`config.mk`:
```
export PLATFORM = sky130hd
export DESIGN_NAME = layer_compositor_fade_flat
export DESIGN_NICKNAME = d
export VERILOG_FILES = /design/src/rtl/layer_compositor_fade_if.sv /design/src/rtl/layer_compositor_fade.sv /design/src/flat_wrapper.sv
export SDC_FILE = /design/constraint.sdc
export NUM_CORES = 1
export LEC_CHECK = 0
export CORE_ASPECT_RATIO = 0.75
export CORE_MARGIN = 3
export CORE_UTILIZATION = 48
export CTS_BUF_LIST = sky130_fd_sc_hd__clkbuf_16
export CTS_CLUSTER_DIAMETER = 200
export DETAILED_ROUTE_END_ITERATION = 8
export GPL_TIMING_DRIVEN = 0
export MAX_ROUTING_LAYER = met4
export PLACE_DENSITY_LB_ADDON = 0.2
export SYNTH_ARGS = -nofsm -noshare
export SYNTH_HDL_FRONTEND = slang
export SYNTH_SLANG_ARGS = --single-unit
```
`constraint.sdc`:
```
create_clock -name clk -period 3.54 [get_ports clk]
set_input_delay 0.708 -clock clk [delete_from_list [all_inputs] [get_ports clk]]
set_output_delay 0.708 -clock clk [all_outputs]
set_load 0.01 [all_outputs]
```
`src/rtl/layer_compositor_fade_if.sv`:
```
// Pixel-path bundle between the layer drawers and the compositor.
// Producer side drives layers; compositor returns the VGA colour.
interface layer_compositor_fade_if #(
  parameter int NUM_LAYERS = 4
);
  localparam int WW = $clog2(NUM_LAYERS + 1);

  logic [NUM_LAYERS-1:0]   layer_dr;
  logic [8*NUM_LAYERS-1:0] layer_rgb;
  logic [NUM_LAYERS-1:0]   layer_en;
  logic [7:0]              background_rgb;
  logic [7:0]              redOut;
  logic [7:0]              greenOut;
  logic [7:0]              blueOut;
  logic [WW-1:0]           winner_idx;

  modport master (
    output layer_dr,
    output layer_rgb,
    output layer_en,
    output background_rgb,
    input  redOut,
    input  greenOut,
    input  blueOut,
    input  winner_idx
  );

  modport slave (
    input  layer_dr,
    input  layer_rgb,
    input  layer_en,
    input  background_rgb,
    output redOut,
    output greenOut,
    output blueOut,
    output winner_idx
  );
endinterface

```
`src/rtl/layer_compositor_fade.sv`:
```
// N-layer priority compositor with colour key, enable mask,
// 2-stage pixel pipeline and frame-synchronous fade engine.
module layer_compositor_fade #(
  parameter int         NUM_LAYERS       = 4,
  parameter logic [7:0] TRANSPARENT_KEY  = 8'hFF,
  parameter int         FADE_STEP_FRAMES = 4
) (
  input  logic clk,
  input  logic resetN,
  input  logic startOfFrame,
  input  logic fade_out_req,
  input  logic fade_in_req,
  layer_compositor_fade_if.slave pix,
  output logic [3:0] fade_level,
  output logic       fade_busy
);
  localparam int WW = $clog2(NUM_LAYERS + 1);
  localparam int CW = $clog2(FADE_STEP_FRAMES + 1);
  localparam logic [CW-1:0] LAST = CW'(FADE_STEP_FRAMES - 1);

  typedef enum logic [1:0] {
    IDLE, FADE_OUT, BLACK, FADE_IN
  } state_t;

  state_t        state_q, state_d;
  logic [3:0]    level_q, level_d;
  logic [CW-1:0] cnt_q, cnt_d;
  logic          pend_out_q, pend_out_d;
  logic          pend_in_q, pend_in_d;

  logic [7:0]    rgb1_q, rgb1_d;
  logic [WW-1:0] win1_q, win1_d;
  logic [7:0]    red_q, red_d;
  logic [7:0]    grn_q, grn_d;
  logic [7:0]    blu_q, blu_d;
  logic [WW-1:0] win2_q, win2_d;

  logic [NUM_LAYERS-1:0] valid;
  logic [7:0]  r8, g8, b8;
  logic [11:0] pr, pg, pb;

  // Scan high to low so the lowest valid index overwrites last
  always_comb begin
    valid  = '0;
    rgb1_d = pix.background_rgb;
    win1_d = WW'(NUM_LAYERS);
    for (int i = NUM_LAYERS - 1; i >= 0; i--) begin
      valid[i] = pix.layer_dr[i] & pix.layer_en[i]
               & (pix.layer_rgb[8*i +: 8] != TRANSPARENT_KEY);
      if (valid[i]) begin
        rgb1_d = pix.layer_rgb[8*i +: 8];
        win1_d = WW'(i);
      end
    end
  end

  always_comb begin
    r8 = {rgb1_q[7:5], rgb1_q[7:5], rgb1_q[7:6]};
    g8 = {rgb1_q[4:2], rgb1_q[4:2], rgb1_q[4:3]};
    b8 = {4{rgb1_q[1:0]}};
    pr = 12'(r8) * 12'(level_q);
    pg = 12'(g8) * 12'(level_q);
    pb = 12'(b8) * 12'(level_q);
    red_d  = 8'(pr >> 3);
    grn_d  = 8'(pg >> 3);
    blu_d  = 8'(pb >> 3);
    win2_d = win1_q;
  end

  // Requests arriving with startOfFrame wait for the next frame
  always_comb begin
    state_d    = state_q;
    level_d    = level_q;
    cnt_d      = cnt_q;
    pend_out_d = pend_out_q | fade_out_req;
    pend_in_d  = pend_in_q | fade_in_req;
    if (startOfFrame) begin
      pend_out_d = fade_out_req;
      pend_in_d  = fade_in_req;
      unique case (state_q)
        IDLE: begin
          if (pend_out_q) begin
            state_d = FADE_OUT;
            cnt_d   = '0;
          end
        end
        FADE_OUT: begin
          if (pend_in_q) begin
            state_d = FADE_IN;
            cnt_d   = '0;
          end else if (cnt_q == LAST) begin
            cnt_d   = '0;
            level_d = level_q - 4'd1;
            if (level_q == 4'd1) state_d = BLACK;
          end else begin
            cnt_d = cnt_q + CW'(1);
          end
        end
        BLACK: begin
          if (pend_in_q) begin
            state_d = FADE_IN;
            cnt_d   = '0;
          end
        end
        FADE_IN: begin
          if (pend_out_q) begin
            state_d = FADE_OUT;
            cnt_d   = '0;
          end else if (cnt_q == LAST) begin
            cnt_d   = '0;
            level_d = level_q + 4'd1;
            if (level_q == 4'd7) state_d = IDLE;
          end else begin
            cnt_d = cnt_q + CW'(1);
          end
        end
        default: state_d = IDLE;
      endcase
    end
  end

  always_ff @(posedge clk or negedge resetN) begin
    if (!resetN) begin
      state_q    <= IDLE;
      level_q    <= 4'd8;
      cnt_q      <= '0;
      pend_out_q <= 1'b0;
      pend_in_q  <= 1'b0;
      rgb1_q     <= '0;
      win1_q     <= '0;
      red_q      <= '0;
      grn_q      <= '0;
      blu_q      <= '0;
      win2_q     <= '0;
    end else begin
      state_q    <= state_d;
      level_q    <= level_d;
      cnt_q      <= cnt_d;
      pend_out_q <= pend_out_d;
      pend_in_q  <= pend_in_d;
      rgb1_q     <= rgb1_d;
      win1_q     <= win1_d;
      red_q      <= red_d;
      grn_q      <= grn_d;
      blu_q      <= blu_d;
      win2_q     <= win2_d;
    end
  end

  assign pix.redOut     = red_q;
  assign pix.greenOut   = grn_q;
  assign pix.blueOut    = blu_q;
  assign pix.winner_idx = win2_q;
  assign fade_level     = level_q;
  assign fade_busy      = (state_q == FADE_OUT)
                        | (state_q == FADE_IN);
endmodule

```
`src/flat_wrapper.sv`:
```
// flat-port wrapper written by rule: the top's interface ports become plain ports
module layer_compositor_fade_flat 
#(
  parameter int         NUM_LAYERS       = 4,
  parameter logic [7:0] TRANSPARENT_KEY  = 8'hFF,
  parameter int         FADE_STEP_FRAMES = 4
)
  (clk, resetN, startOfFrame, fade_out_req, fade_in_req, fade_level, fade_busy, pix_layer_dr, pix_layer_rgb, pix_layer_en, pix_background_rgb, pix_redOut, pix_greenOut, pix_blueOut, pix_winner_idx);
  layer_compositor_fade_if #(.NUM_LAYERS(NUM_LAYERS)) pix_i ();
  input  logic clk;
  input  logic resetN;
  input  logic startOfFrame;
  input  logic fade_out_req;
  input  logic fade_in_req;
  output logic [3:0] fade_level;
  output logic fade_busy;
  input wire logic [$bits(pix_i.layer_dr)-1:0] pix_layer_dr;
  input wire logic [$bits(pix_i.layer_rgb)-1:0] pix_layer_rgb;
  input wire logic [$bits(pix_i.layer_en)-1:0] pix_layer_en;
  input wire logic [$bits(pix_i.background_rgb)-1:0] pix_background_rgb;
  output wire logic [$bits(pix_i.redOut)-1:0] pix_redOut;
  output wire logic [$bits(pix_i.greenOut)-1:0] pix_greenOut;
  output wire logic [$bits(pix_i.blueOut)-1:0] pix_blueOut;
  output wire logic [$bits(pix_i.winner_idx)-1:0] pix_winner_idx;
  assign pix_i.layer_dr = pix_layer_dr;
  assign pix_i.layer_rgb = pix_layer_rgb;
  assign pix_i.layer_en = pix_layer_en;
  assign pix_i.background_rgb = pix_background_rgb;
  assign pix_redOut = pix_i.redOut;
  assign pix_greenOut = pix_i.greenOut;
  assign pix_blueOut = pix_i.blueOut;
  assign pix_winner_idx = pix_i.winner_idx;
  layer_compositor_fade #(.NUM_LAYERS(NUM_LAYERS), .TRANSPARENT_KEY(TRANSPARENT_KEY), .FADE_STEP_FRAMES(FADE_STEP_FRAMES)) u_core (.clk(clk), .resetN(resetN), .startOfFrame(startOfFrame), .fade_out_req(fade_out_req), .fade_in_req(fade_in_req), .pix(pix_i), .fade_level(fade_level), .fade_busy(fade_busy));
endmodule
```
==> flow_metrics.env, run 1 <==
export IMPL_synth_warnings=0
export IMPL_finalClockSkew_ns=0.004343
export IMPL_critPathKind="reg -> reg"
export IMPL_io_buffer_count=84
export IMPL_area_growth_pct=30.09
export IMPL_rsz0062_at_grt="no"
export IMPL_crit_arrival_ns=3.59
export IMPL_cts_hold_buf=0
export IMPL_grt_usage=0.2109
export IMPL_maxCapViolCount=0
export IMPL_clk_pin_slew_ns=0.07
export IMPL_timing_final_ws_setup_ns=0.1562
export IMPL_cts_tree="built"
export IMPL_wire_per_inst_um=14.98
export IMPL_worst_path_max_delay_cell="dfstp_2"
export IMPL_final_cell_mix="83 x clkdlybuf4s50_1, 47 x dfrtp_1, 41 x inv_1, 41 x ha_1, 35 x nand2_1"
export IMPL_place_hpwl_um=7664
export IMPL_place_gp_congestion=0.8677
export IMPL_period_minus_slack_ns=3.384
export IMPL_cts_sinks=49
export IMPL_crit_top_cell="fa_1"
export IMPL_start_kind="flop"
export IMPL_grt_start_max_net_pins=32
export IMPL_grt_first_pass_wirelength_um=16150
export IMPL_slew_viol_final=0
export IMPL_whs_ns=0.3559
export IMPL_critPathCaptureType="flop"
export IMPL_ios=85
export IMPL_die_h_um=86.48
export IMPL_max_stage_delay_ns=0.55
export IMPL_ys_seq_area_frac=0.2961
export IMPL_path_buf_inv=1
export IMPL_cts_root_buffer="clkbuf_16"
export IMPL_finalSetupViolations=0
export IMPL_wirelength_um=9573
export IMPL_fmaxAchievable_ghz=0.2955
export IMPL_antennaDiodeCount=0
export IMPL_finalCritPeriodShare=0.9559
export IMPL_ant_nets=0
export IMPL_ys_flop_type="dfrtp_1"
export IMPL_synth_top_area_share=0.2898
export IMPL_layout_nets=648
export IMPL_die_w_um=113.3
export IMPL_async_flop_share=1.000
export IMPL_fin_util=0.6635
export IMPL_grt_ovfl_total=0
export IMPL_drive_above_1_share=0.09176
export IMPL_start_util=0.5100
export IMPL_cts_max_level=2
export IMPL_synth_nets=555
export IMPL_leakagePower_nw=2.548
export IMPL_ys_ff_latch=49
export IMPL_fin_cells=639
export IMPL_synth_top_cell_by_area="dfrtp_1"
export IMPL_r2r_setup_slack_ns=0.16
export IMPL_final_common_cell="clkdlybuf4s50_1"
export IMPL_synth_distinct_cells=61
export IMPL_worst_slew_pin_slew_ns=0.4858
export IMPL_synth_area_per_cell_um2=9.421
export IMPL_placedCellCount=630
export IMPL_status="finished clean"
export IMPL_core_area_um2=8128
export IMPL_crit_family="adder cells"
export IMPL_crit_path_max_fanout=9
export IMPL_path_cells="buf_6 -> and2_4 -> fa_2 -> fa_1 -> fa_1 -> a21o_1 -> a21oi_2 -> o21ai_1 -> a2111o_1 -> o211ai_1"
export IMPL_crit_required_ns=3.75
export IMPL_clk_path_buf_depth=2
export IMPL_vias=3472
export IMPL_slew_headroom=0.6710
export IMPL_ys_top_cells_by_area="dfrtp_1 29%, ha_1 13%, fa_1 9.2%, xnor2_1 4.9%, inv_1 3.8%"
export IMPL_insertion_delay_ns=0.29
export IMPL_cts_made_buffers=5
export IMPL_pwr_density_cell_nw_per_um2=742.1
export IMPL_grt_pass1_vias=3475
export IMPL_synth_area_um2=4145
export IMPL_place_area_um2=5132
export IMPL_row_count=28
export IMPL_min_path_type="in -> async"
export IMPL_stdcell_area_um2=5393
export IMPL_drtPass1Iterations=4
export IMPL_antenna_found_initial=0
export IMPL_synth_edf_count=0
export IMPL_synth_cells=440
export IMPL_drc_errors=0
export IMPL_peakVddDrop_uv=399.2
export IMPL_die_area_um2=9799
export IMPL_drt_iter0_markers=181
export IMPL_dpl_worst_slack_ns=-0.2973
export IMPL_hold_viol=0
export IMPL_avgViaCountPerCell=5.433
[cell families after synthesis]
family / count (synthesis) / share of synthesized area
AND/OR/NAND/NOR: 138 / 0.1666
adder cells (fa/ha/maj): 64 / 0.2264
XOR/XNOR: 33 / 0.06972
buffers and inverters: 60 / 0.06097
flip-flops: 49 / 0.2961
multiplexers: 12 / 0.02988
AO/OA/AOI/OAI: 84 / 0.1503
[worst register-to-register path: stages (launching register included)]
cell,delay [ns]
dfstp_2,0.55
buf_6,0.14
and2_4,0.17
fa_2,0.46
fa_1,0.50
fa_1,0.47
a21o_1,0.22
a21oi_2,0.20
o21ai_1,0.13
a2111o_1,0.37
o211ai_1,0.09
[final cells by class]
type | count | area, um2
repair buffers | 88 | 878.3
clock buffers | 5 | 125.1
flip-flops and latches | 49 | 1229
clock inverters | 3 | 41.29
inverters | 46 | 172.7
well taps | 105 | 131.4
fillers | 664 | 2735
multi-input cells | 331 | 2729
plain buffers | 12 | 86.33
[what timing repair did]
action | 4_1_cts | 5_1_grt
pin swaps | 0 | 9
gates resized for setup | 6 | 18
endpoints found under the hold margin | 0 | 0
buffers inserted | 0 | 3
setup endpoints to repair | 7 | 8
gates cloned | 0 | 0
[registers in the layout, summed over array words and instances (netlist names)]
register,cells
u_core.cnt_q,3
u_core.fade_level,4
u_core.pend_in_q,1
u_core.pend_out_q,1
u_core.pix.blueOut,8
u_core.pix.greenOut,8
u_core.pix.redOut,8
u_core.pix.winner_idx,3
u_core.rgb1_q,8
u_core.state_q,2
u_core.win1_q,3
[through the flow]
stage	total power, mW	setup TNS (ns)
3_3_place_gp	3.213	-0.5269
2_1_floorplan	2.549	0
3_5_place_dp	3.316	-0.9925
4_1_cts	3.924	-0.02055
6_report	4.002	0
5_1_grt	4.381	0
[routing by layer]
metal	part of all wire	vias up	routed length, um	GRT usage
met4	0.016	0	155	0.05895
met5	0	-	0	-
met3	0.035	13	338	0.03489
met2	0.48	74	4618	0.3457
li1	-	1731	-	-
met1	0.47	1654	4460	0.2733
[power by group]
part | switching (mW) | internal, mW
Combinational | 1.35 | 1.24
Clock | 0.222 | 0.331
Sequential | 0.0947 | 0.768
[cells in the mapped netlist, types with 5 or more instances]
library cell and n:
xnor2_1 23, xor2_1 10, a21oi_1 10, a211o_1 8, and2_1 23, o21ai_1 6
mux2i_1 9, a31oi_1 10, o21ai_0 7, clkbuf_1 6, or3_1 5, nor3_1 7
inv_1 42, dfrtp_1 48, nand2_1 35, fa_1 19, nand3_1 5, nor2_1 31
ha_1 43, a21o_1 6, nand4_1 11
[worst paths after layout]
path	start	end	cells after the start
min in group clk	u_core.win1_q[2]$_DFF_PN0_	u_core.pix.winner_idx[2]$_DFF_PN0_	0
max	u_core.fade_level[3]$_DFFE_PN1P_	u_core.pix.redOut[7]$_DFF_PN0_	10
min	resetN	u_core.pix.redOut[3]$_DFF_PN0_	1
max reg2reg	u_core.fade_level[3]$_DFFE_PN1P_	u_core.pix.redOut[7]$_DFF_PN0_	10
max in group asynchronous	resetN	u_core.fade_level[3]$_DFFE_PN1P_	2
min reg2reg	u_core.win1_q[2]$_DFF_PN0_	u_core.pix.winner_idx[2]$_DFF_PN0_	0
(Power assumes the default switching activity.)
==> run 2, diff against run 1 <==
--- a/config.mk
+++ b/config.mk
@@ -6,13 +6,11 @@
 export NUM_CORES = 1
 export LEC_CHECK = 0
 export CORE_ASPECT_RATIO = 0.75
-export CORE_MARGIN = 3
 export CORE_UTILIZATION = 48
 export CTS_BUF_LIST = sky130_fd_sc_hd__clkbuf_16
 export CTS_CLUSTER_DIAMETER = 200
 export DETAILED_ROUTE_END_ITERATION = 8
 export GPL_TIMING_DRIVEN = 0
-export MAX_ROUTING_LAYER = met4
 export PLACE_DENSITY_LB_ADDON = 0.2
 export SYNTH_ARGS = -nofsm -noshare
 export SYNTH_HDL_FRONTEND = slang
==> flow_metrics.env, run 2 (synthesis gave the netlist of run 1 again) <==
export IMPL_critPathCaptureType="flop"
export IMPL_slew_headroom=0.7005
export IMPL_drt_met1_wl_um=4369
export IMPL_die_area_um2=9015
export IMPL_critPathKind="reg -> reg"
export IMPL_cts_tree="built"
export IMPL_clk_path_buf_depth=2
export IMPL_setup_tns_ns=0
export IMPL_hold_viol=0
export IMPL_antennaDiodeCount=0
export IMPL_clk_pin_slew_ns=0.07
export IMPL_status="finished clean"
export IMPL_route_met2_wl_um=4413
export IMPL_min_path_type="in -> async"
export IMPL_wirelength_um=9214
export IMPL_peakVddDrop_uv=402.2
export IMPL_grt_pass1_vias=3536
export IMPL_fin_util=0.6618
export IMPL_start_util=0.5100
export IMPL_dr_wl_met3_um=303
export IMPL_grt_ovfl_total=0
export IMPL_place_hpwl_um=7338
export IMPL_insertion_delay_ns=0.29
export IMPL_die_w_um=109.3
export IMPL_start_kind="flop"
export IMPL_crit_path_max_fanout=10
export IMPL_worst_slew_pin_slew_ns=0.4492
export IMPL_finalClockSkew_ns=0.004816
export IMPL_crit_required_ns=3.75
export IMPL_final_common_cell="clkdlybuf4s50_1"
export IMPL_period_minus_slack_ns=3.381
export IMPL_crit_arrival_ns=3.59
export IMPL_die_h_um=82.48
export IMPL_finalSetupViolations=0
export IMPL_rr_endpoint="u_core.pix.blueOut[7]$_DFF_PN0_"
export IMPL_maxCapViolCount=0
export IMPL_antenna_found_initial=0
export IMPL_drt_iter0_markers=145
export IMPL_final_cell_mix="83 x clkdlybuf4s50_1, 46 x dfrtp_1, 41 x inv_1, 41 x ha_1, 35 x nand2_1"
export IMPL_drc_errors=0
export IMPL_timing_rr_start="u_core.fade_level[3]$_DFFE_PN1P_"
export IMPL_ios=85
export IMPL_cts_max_level=2
export IMPL_pwr_density_cell_nw_per_um2=726.0
export IMPL_place_gp_congestion=0.8502
export IMPL_cts_hold_buf=0
export IMPL_leakagePower_nw=2.522
export IMPL_critPathCapture="u_core.pix.blueOut[7]$_DFF_PN0_"
export IMPL_cts_root_buffer="clkbuf_16"
export IMPL_slew_viol_final=0
export IMPL_critPathLaunch="u_core.fade_level[3]$_DFFE_PN1P_"
export IMPL_drtPass1Iterations=4
export IMPL_vias=3453
export IMPL_cts_made_buffers=5
export IMPL_grt_first_pass_wirelength_um=15990
export IMPL_fmaxAchievable_ghz=0.2957
export IMPL_dr_max_layer_used="met4"
export IMPL_finalCritPeriodShare=0.9552
export IMPL_area_growth_pct=29.76
export IMPL_grt_start_max_net_pins=32
export IMPL_layout_nets=647
export IMPL_ff2ff_path_depth=14
export IMPL_ant_nets=0
export IMPL_drive_above_1_share=0.09944
export IMPL_io_buffer_count=84
export IMPL_r2r_setup_slack_ns=0.16
export IMPL_cts_sinks=49
export IMPL_avgViaCountPerCell=5.412
export IMPL_wire_per_inst_um=14.44
export IMPL_row_count=28
export IMPL_grt_usage=0.2280
export IMPL_core_area_um2=8128
[run 2: layer usage]
metal	GRT usage	vias to the layer above
met2	0.3881	75
met3	0.04239	14
met5	0	-
met4	0.07333	0
met1	0.2954	1651
li1	-	1713
[run 2: stage by stage]
stage | hold WS, ns | total power [mW] | instances | setup slack [ns] | area [um2]
global route | 0.3753 | 4.292 | 638 | -0.01788 | 5379
global placement | 0.3353 | 3.203 | 629 | -0.1992 | 5117
CTS | 0.3616 | 3.838 | 637 | -0.0007243 | 5306
detailed placement | 0.3396 | 3.289 | 630 | -0.2680 | 5132
finish | 0.3493 | 3.905 | 638 | 0.1585 | 5379
floorplan | 0.3312 | 2.549 | 440 | 0.1351 | 4145
[run 2: worst min-delay path by stage]
stage                                     startpoint                                 end
after floorplan           u_core.win1_q[0]$_DFF_PN0_  u_core.pix.winner_idx[0]$_DFF_PN0_
after global placement    u_core.win1_q[0]$_DFF_PN0_  u_core.pix.winner_idx[0]$_DFF_PN0_
after detailed placement  u_core.win1_q[1]$_DFF_PN0_  u_core.pix.winner_idx[1]$_DFF_PN0_
after CTS                                     resetN      u_core.pix.redOut[3]$_DFF_PN0_
after global routing      u_core.win1_q[2]$_DFF_PN0_  u_core.pix.winner_idx[2]$_DFF_PN0_
final                                         resetN      u_core.pix.redOut[3]$_DFF_PN0_
[run 2: what timing repair did]
action / in CTS / in global routing
setup endpoints to repair: 6 / 6
gates resized for setup: 7 / 21
buffers inserted: 0 / 2
pin swaps: 0 / 8
[run 2: final cells by class]
cell class	instances	area, um2
sequential	49	1230
fill	674	2749
tap	105	131.4
clock buffer	5	125.1
timing repair buffer	87	870.8
buffer	12	82.58
inverter	46	172.7
multi-input combinational	331	2744
clock inverter	3	22.52
[run 2: critical path, cell delays in order (launching register included)]
cell	delay, ns
dfstp_2	0.54
buf_4	0.16
nand2_1	0.10
xnor2_1	0.14
ha_1	0.32
inv_1	0.08
fa_1	0.55
buf_6	0.14
inv_2	0.07
ha_4	0.26
nor2b_4	0.13
a41oi_2	0.19
a32oi_1	0.13
a311oi_2	0.30
xnor2_1	0.17
[run 2: report_power, final]
group	total, mW	leakage, nW	switching, mW	internal (mW)
sequential	0.862	0.575	0.0930	0.769
combinational	2.55	1.88	1.33	1.22
clock	0.489	0.0621	0.227	0.262
==> run 3, diff against run 2 <==
--- a/config.mk
+++ b/config.mk
@@ -11,6 +11,7 @@
 export CTS_CLUSTER_DIAMETER = 200
 export DETAILED_ROUTE_END_ITERATION = 8
 export GPL_TIMING_DRIVEN = 0
+export HOLD_SLACK_MARGIN = 0.03
 export PLACE_DENSITY_LB_ADDON = 0.2
 export SYNTH_ARGS = -nofsm -noshare
 export SYNTH_HDL_FRONTEND = slang
==> results of run 3 <==
No change in the layout: final DEF, timing and power equal those of run 2.
